$ cat src/rtl/l2_write_buffer.sv
// rtl/l2_write_buffer.sv - line-granular write buffer between the L1 arbiter and L2
//
// Line writes (L1 evictions) are accepted into a small circular FIFO and acked
// in two cycles; buffered lines drain to L2 whenever upstream is idle. Reads
// that hit a buffered line are served from the buffer, read misses pass
// straight through to L2.
//
// Ports:
//   clk, rst        clock; asynchronous active-high reset
//   up_read         line read from arbiter, held until up_resp
//   up_write        line write from arbiter, held until up_resp
//   up_address      request address (offset bits ignored)
//   up_wdata        write line
//   up_resp         one-cycle completion pulse to arbiter
//   up_rdata        read line, valid with up_resp on a read
//   mem_read        L2 read, held until mem_resp
//   mem_write       L2 write, held until mem_resp
//   mem_address     L2 line address (offset bits zero)
//   mem_wdata       L2 write line
//   mem_resp        L2 completion pulse
//   mem_rdata       L2 read line, valid with mem_resp
//   wb_empty        no lines buffered
module l2_write_buffer #(
  parameter int s_offset = 5,
  parameter int s_line   = 8 * 2**s_offset,
  parameter int DEPTH    = 4
) (
  input  logic              clk,
  input  logic              rst,
  input  logic              up_read,
  input  logic              up_write,
  input  logic [31:0]       up_address,
  input  logic [s_line-1:0] up_wdata,
  output logic              up_resp,
  output logic [s_line-1:0] up_rdata,
  output logic              mem_read,
  output logic              mem_write,
  output logic [31:0]       mem_address,
  output logic [s_line-1:0] mem_wdata,
  input  logic              mem_resp,
  input  logic [s_line-1:0] mem_rdata,
  output logic              wb_empty
);

  localparam int PW = $clog2(DEPTH);
  localparam int CW = $clog2(DEPTH + 1);
  localparam int LW = 32 - s_offset;

  typedef enum logic [1:0] {
    IDLE,
    ACK,
    READ_MISS,
    DRAIN
  } state_t;

  state_t              state_q, state_d;
  logic [PW-1:0]       head_q, tail_q;
  logic [CW-1:0]       count_q, count_d;
  logic [DEPTH-1:0]    valid_q;
  logic [LW-1:0]       line_q [DEPTH];
  logic [s_line-1:0]   data_q [DEPTH];
  logic [s_line-1:0]   rdata_q;
  logic                wb_empty_q;

  logic [LW-1:0]       up_line;
  logic                hit;
  logic [PW-1:0]       hit_idx;
  logic                do_coalesce, do_enq, do_hit_read, do_pop;

  // Byte-offset bits of the request never matter at line granularity.
  logic unused_offset;
  assign unused_offset = ^up_address[s_offset-1:0];

  assign up_line = up_address[31:s_offset];

  // Coalescing guarantees a line address lives in at most one entry, so the
  // last-match-wins loop never has to arbitrate between real hits.
  always_comb begin
    hit     = 1'b0;
    hit_idx = '0;
    for (int i = 0; i < DEPTH; i++) begin
      if (valid_q[i] && (line_q[i] == up_line)) begin
        hit     = 1'b1;
        hit_idx = PW'(i);
      end
    end
  end

  always_comb begin
    state_d     = state_q;
    do_coalesce = 1'b0;
    do_enq      = 1'b0;
    do_hit_read = 1'b0;
    do_pop      = 1'b0;
    case (state_q)
      IDLE: begin
        if (up_write) begin
          if (hit) begin
            do_coalesce = 1'b1;
            state_d     = ACK;
          end else if (count_q != CW'(DEPTH)) begin
            do_enq  = 1'b1;
            state_d = ACK;
          end else begin
            // Full: make room by draining the oldest line; the write stays
            // pending upstream and is taken on the return to IDLE.
            state_d = DRAIN;
          end
        end else if (up_read) begin
          if (hit) begin
            do_hit_read = 1'b1;
            state_d     = ACK;
          end else begin
            state_d = READ_MISS;
          end
        end else if (count_q != '0) begin
          state_d = DRAIN;
        end
      end
      ACK: state_d = IDLE;
      READ_MISS: begin
        if (mem_resp) state_d = IDLE;
      end
      DRAIN: begin
        if (mem_resp) begin
          do_pop  = 1'b1;
          state_d = IDLE;
        end
      end
      default: state_d = IDLE;
    endcase
  end

  always_comb begin
    count_d = count_q;
    if (do_enq)      count_d = count_q + CW'(1);
    else if (do_pop) count_d = count_q - CW'(1);
  end

  always_ff @(posedge clk or posedge rst) begin
    if (rst) begin
      state_q    <= IDLE;
      head_q     <= '0;
      tail_q     <= '0;
      count_q    <= '0;
      valid_q    <= '0;
      wb_empty_q <= 1'b1;
    end else begin
      state_q    <= state_d;
      count_q    <= count_d;
      wb_empty_q <= (count_d == '0);
      if (do_enq) begin
        valid_q[tail_q] <= 1'b1;
        tail_q          <= tail_q + PW'(1);
      end
      if (do_pop) begin
        valid_q[head_q] <= 1'b0;
        head_q          <= head_q + PW'(1);
      end
    end
  end

  // Payload storage carries no reset: it is only ever read under a valid bit
  // or after being freshly latched.
  always_ff @(posedge clk) begin
    if (do_enq) begin
      line_q[tail_q] <= up_line;
      data_q[tail_q] <= up_wdata;
    end
    if (do_coalesce) begin
      data_q[hit_idx] <= up_wdata;
    end
    if (do_hit_read) begin
      rdata_q <= data_q[hit_idx];
    end
  end

  always_comb begin
    up_resp     = 1'b0;
    up_rdata    = rdata_q;
    mem_read    = 1'b0;
    mem_write   = 1'b0;
    mem_address = '0;
    mem_wdata   = data_q[head_q];
    case (state_q)
      ACK: up_resp = 1'b1;
      READ_MISS: begin
        // No buffered line aliases this address, so L2 data is current.
        mem_read    = 1'b1;
        mem_address = {up_line, {s_offset{1'b0}}};
        up_resp     = mem_resp;
        up_rdata    = mem_rdata;
      end
      DRAIN: begin
        mem_write   = 1'b1;
        mem_address = {line_q[head_q], {s_offset{1'b0}}};
      end
      default: ;
    endcase
  end

  assign wb_empty = wb_empty_q;

endmodule
$ cat config.mk
export PLATFORM = sky130hd
export DESIGN_NAME = l2_write_buffer
export DESIGN_NICKNAME = d
export VERILOG_FILES = /design/src/rtl/l2_write_buffer.sv
export SDC_FILE = /design/constraint.sdc
export NUM_CORES = 2
export LEC_CHECK = 0
export CAP_MARGIN = 30
export CORE_AREA = 2 2 430 432
export CTS_BUF_LIST = sky130_fd_sc_hd__clkbuf_8
export DETAILED_ROUTE_END_ITERATION = 8
export DIE_AREA = 0 0 432 434
export PLACE_DENSITY = 0.6
export SLEW_MARGIN = 20
export SYNTH_ARGS = -nofsm -noshare
export SYNTH_HDL_FRONTEND = slang
export SYNTH_SLANG_ARGS = --single-unit
$ cat constraint.sdc
create_clock -name clk -period 42.4 [get_ports clk]
set_input_delay 8.48 -clock clk [delete_from_list [all_inputs] [get_ports clk]]
set_output_delay 8.48 -clock clk [all_outputs]
set_load 0.05 [all_outputs]
==> impl_metrics.toml <==
[outcome]
run_status = "finished clean"

[power_and_ir_drop]
leakage_nw = 26.63
ir_drop_mv = 0.03829
power.density_nw_per_um2 = 64.15

[timing]
hold_viol_final = 0
fin_skew_ps = 70.25
tightestPinTransition_ps = 1021
fmax_mhz = 53.01
rsz0062_at_grt = "no"
final.period_utilization = 0.4449
relSlewSlack = 0.3194
setup_viol = 0
fin_tns_setup_ps = 0
fin_crit_ps = 18860
slew_viol_final = 0

[floorplanning]
die_area_um2 = 187500
core-area_um2 = 182500
ios = 1097
fp.dieW_um = 432
die_h_um = 434
initial_core_util = 0.3408
rows = 157

[setup_path]
critPathMostFrequentCell = "clkdlybuf4s50_1"
reg2reg_slack_ps = 36080
max_stage_delay_ps = 820
slowest_stage = "clkdlybuf4s50_1"
path_class = "in2out"
crit_arrival_ps = 10380
startpoint = "up_address[11]"
reg2reg_depth = 11
crit_family = "buffers and inverters"
crit_cells = 3
r2r-end = "data_q[3][163]"
worst_setup_path_end_kind = "output pin"
crit_chain = "clkdlybuf4s50_1 > a22o_1 > clkdlybuf4s50_1"
reg2reg_from = "line_q[3][19]"
critPathBufInv = 2
required_ps = 33920
startpoint_type = "input pin"
path_max_fanout = 9

[logic_synthesis]
synth_cells = 3534
yosys_warnings = 0
synth_top_area_frac = 0.6701
yosysTopAreaCell = "edfxtp_1"
netlist_area_um2 = 62200
synth_enable_flop_cells = 1388
yosys_most_used_dff = "edfxtp_1"
synthDistinctLibCells = 47
synth.most_common_cell = "edfxtp_1"
async_flop_share = 0.009986
seq_area_frac_synth = 0.6758
syn-mean-instance-area_um2 = 17.60
synthTopCellsByArea = "edfxtp_1 (67%), mux4_2 (10%), mux2_2 (4.7%)"
ys_seq_elements = 1402
synthTopCellsByCount = "edfxtp_1 (1388), mux4_2 (283), nor2_1 (262)"

[clock_tree]
cts_tree = "done"
numClockSinks = 1402
cts_setup_buffers = 0
hold_buffers = 0
cts.path.max_buffers = 3
clkTransAtPathRegs_ps = 60
cts_buffers = 235
cts_resized = 0
h-tree-depth = 4
cts-root-buf = "clkbuf_8"
clock_latency_ps = 1000

[place]
place_area_um2 = 75440
dpl.hpwl_um = 134000
place.gp.congestion = 0.8897
portBuffers = 1086

[min_path]
whs_path_depth = 1
min_from = "data_q[3][243]"
hold_path_end = "rdata_q[243]"
min-delay-path-class = "reg2reg"

[drt]
drt-initial-drc-count = 2783
ant_nets = 0
drc = 0
vias = 37710
viasPerCell = 5.199
wl_per_cell_um = 27.43
dr.pass1.iters = 8
wl_um = 198900

[layout]
layout-drive-gt1-share = 0.1887
final_area_um2 = 79830
syn2layout_area_growth_pct = 28.35
fin_nets = 5218

[global_routing]
grt_pass1_vias = 38000
grt_pass1_wl_um = 276800
grt_overflow = 0
grt_max_degree = 106
grt_antenna_before_repair = 51
grtUsageTotal = 0.2051

[flow_run]
cap_violations = 0
-- registers in the layout, summed over array words and instances (netlist names) --
| signal | cells |
|---|---|
| data_q | 1024 |
| head_q | 2 |
| rdata_q | 256 |
| tail_q | 2 |
| wb_empty | 1 |
| count_q | 3 |
| valid_q | 4 |
| state_q | 2 |
| line_q | 108 |
-- per-layer routing --
metal | global-route usage | part of all wire | routed length (µm) | up-vias
met5 | 0 | 0.0014 | 274 | -
met4 | 0.05698 | 0.024 | 4765 | 42
met3 | 0.05362 | 0.072 | 14260 | 302
met2 | 0.3472 | 0.50 | 100300 | 1292
met1 | 0.2591 | 0.40 | 79380 | 19440
li1 | - | - | - | 16630
-- cell type report --
class                           instances  area (µm²)
Antenna cell                           17       42.54
Clock buffer                          236        3248
Clock inverter                        197        1051
Fill cell                           16290      102700
Inverter                               10       37.54
Multi-Input combinational cell       1852       18940
Sequential cell                      1402       42040
Tap cell                             2385        2984
Timing Repair Buffer                 1153       11490
-- how the worst max path moves through the flow --
stage                            to  slack [ps]
floorplan              data_q[2][0]        4780
global placement    mem_address[11]       23570
detailed placement  mem_address[11]       23530
CTS                 mem_address[11]       23530
global route        mem_address[11]       23490
finish              mem_address[11]       23540
-- stage by stage --
step | setup WS [ps] | total power, mW | instances | utilization | hold slack, ps
floorplan | 4782 | 3.352 | 3538 | - | 493.1
CTS | 23530 | 5.179 | 7233 | 0.4370 | 490.7
global route | 23490 | 5.304 | 7246 | 0.4374 | 516.0
global placement | 23570 | 4.041 | 6796 | 0.4130 | 529.2
finish | 23540 | 5.121 | 7252 | 0.4375 | 498.1
detailed placement | 23530 | 4.053 | 6800 | 0.4134 | 527.3
-- where the power goes --
part / total [mW] / internal (mW) / switching [mW]
sequential: 1.81 / 1.72 / 0.0876
clock: 1.11 / 0.553 / 0.560
combinational: 2.20 / 0.795 / 1.41
total: 5.12 / 3.07 / 2.05
-- kinds of logic (layout without fill, tap and decap cells) --
group,count (synthesis),count (layout),share of synthesized area
XOR/XNOR,111,111,0.01563
AND/OR/NAND/NOR,362,362,0.02597
multiplexers,798,798,0.1905
AO/OA/AOI/OAI,561,561,0.06803
adder cells (fa/ha/maj),15,15,0.003017
buffers and inverters,284,1596,0.02100
flip-flops,1402,1402,0.6758
other,1,22,0.00006029
-- cells in the final DEF (no fill, tap or decap), types with 27 or more instances in the layout --
cell type,Yosys,routed
a211oi_1,258,258
a21o_1,256,256
a22o_1,27,27
buf_4,6,58
clkbuf_8,0,236
clkdlybuf4s50_1,0,1086
clkinv_1,0,76
clkinv_2,0,31
edfxtp_1,1388,1388
inv_1,10,77
mux2_2,258,258
mux2i_1,257,257
mux4_2,283,283
nand4_1,31,31
nor2_1,262,262
xnor2_1,75,75
xor2_1,36,36
(Power assumes the default switching activity.)
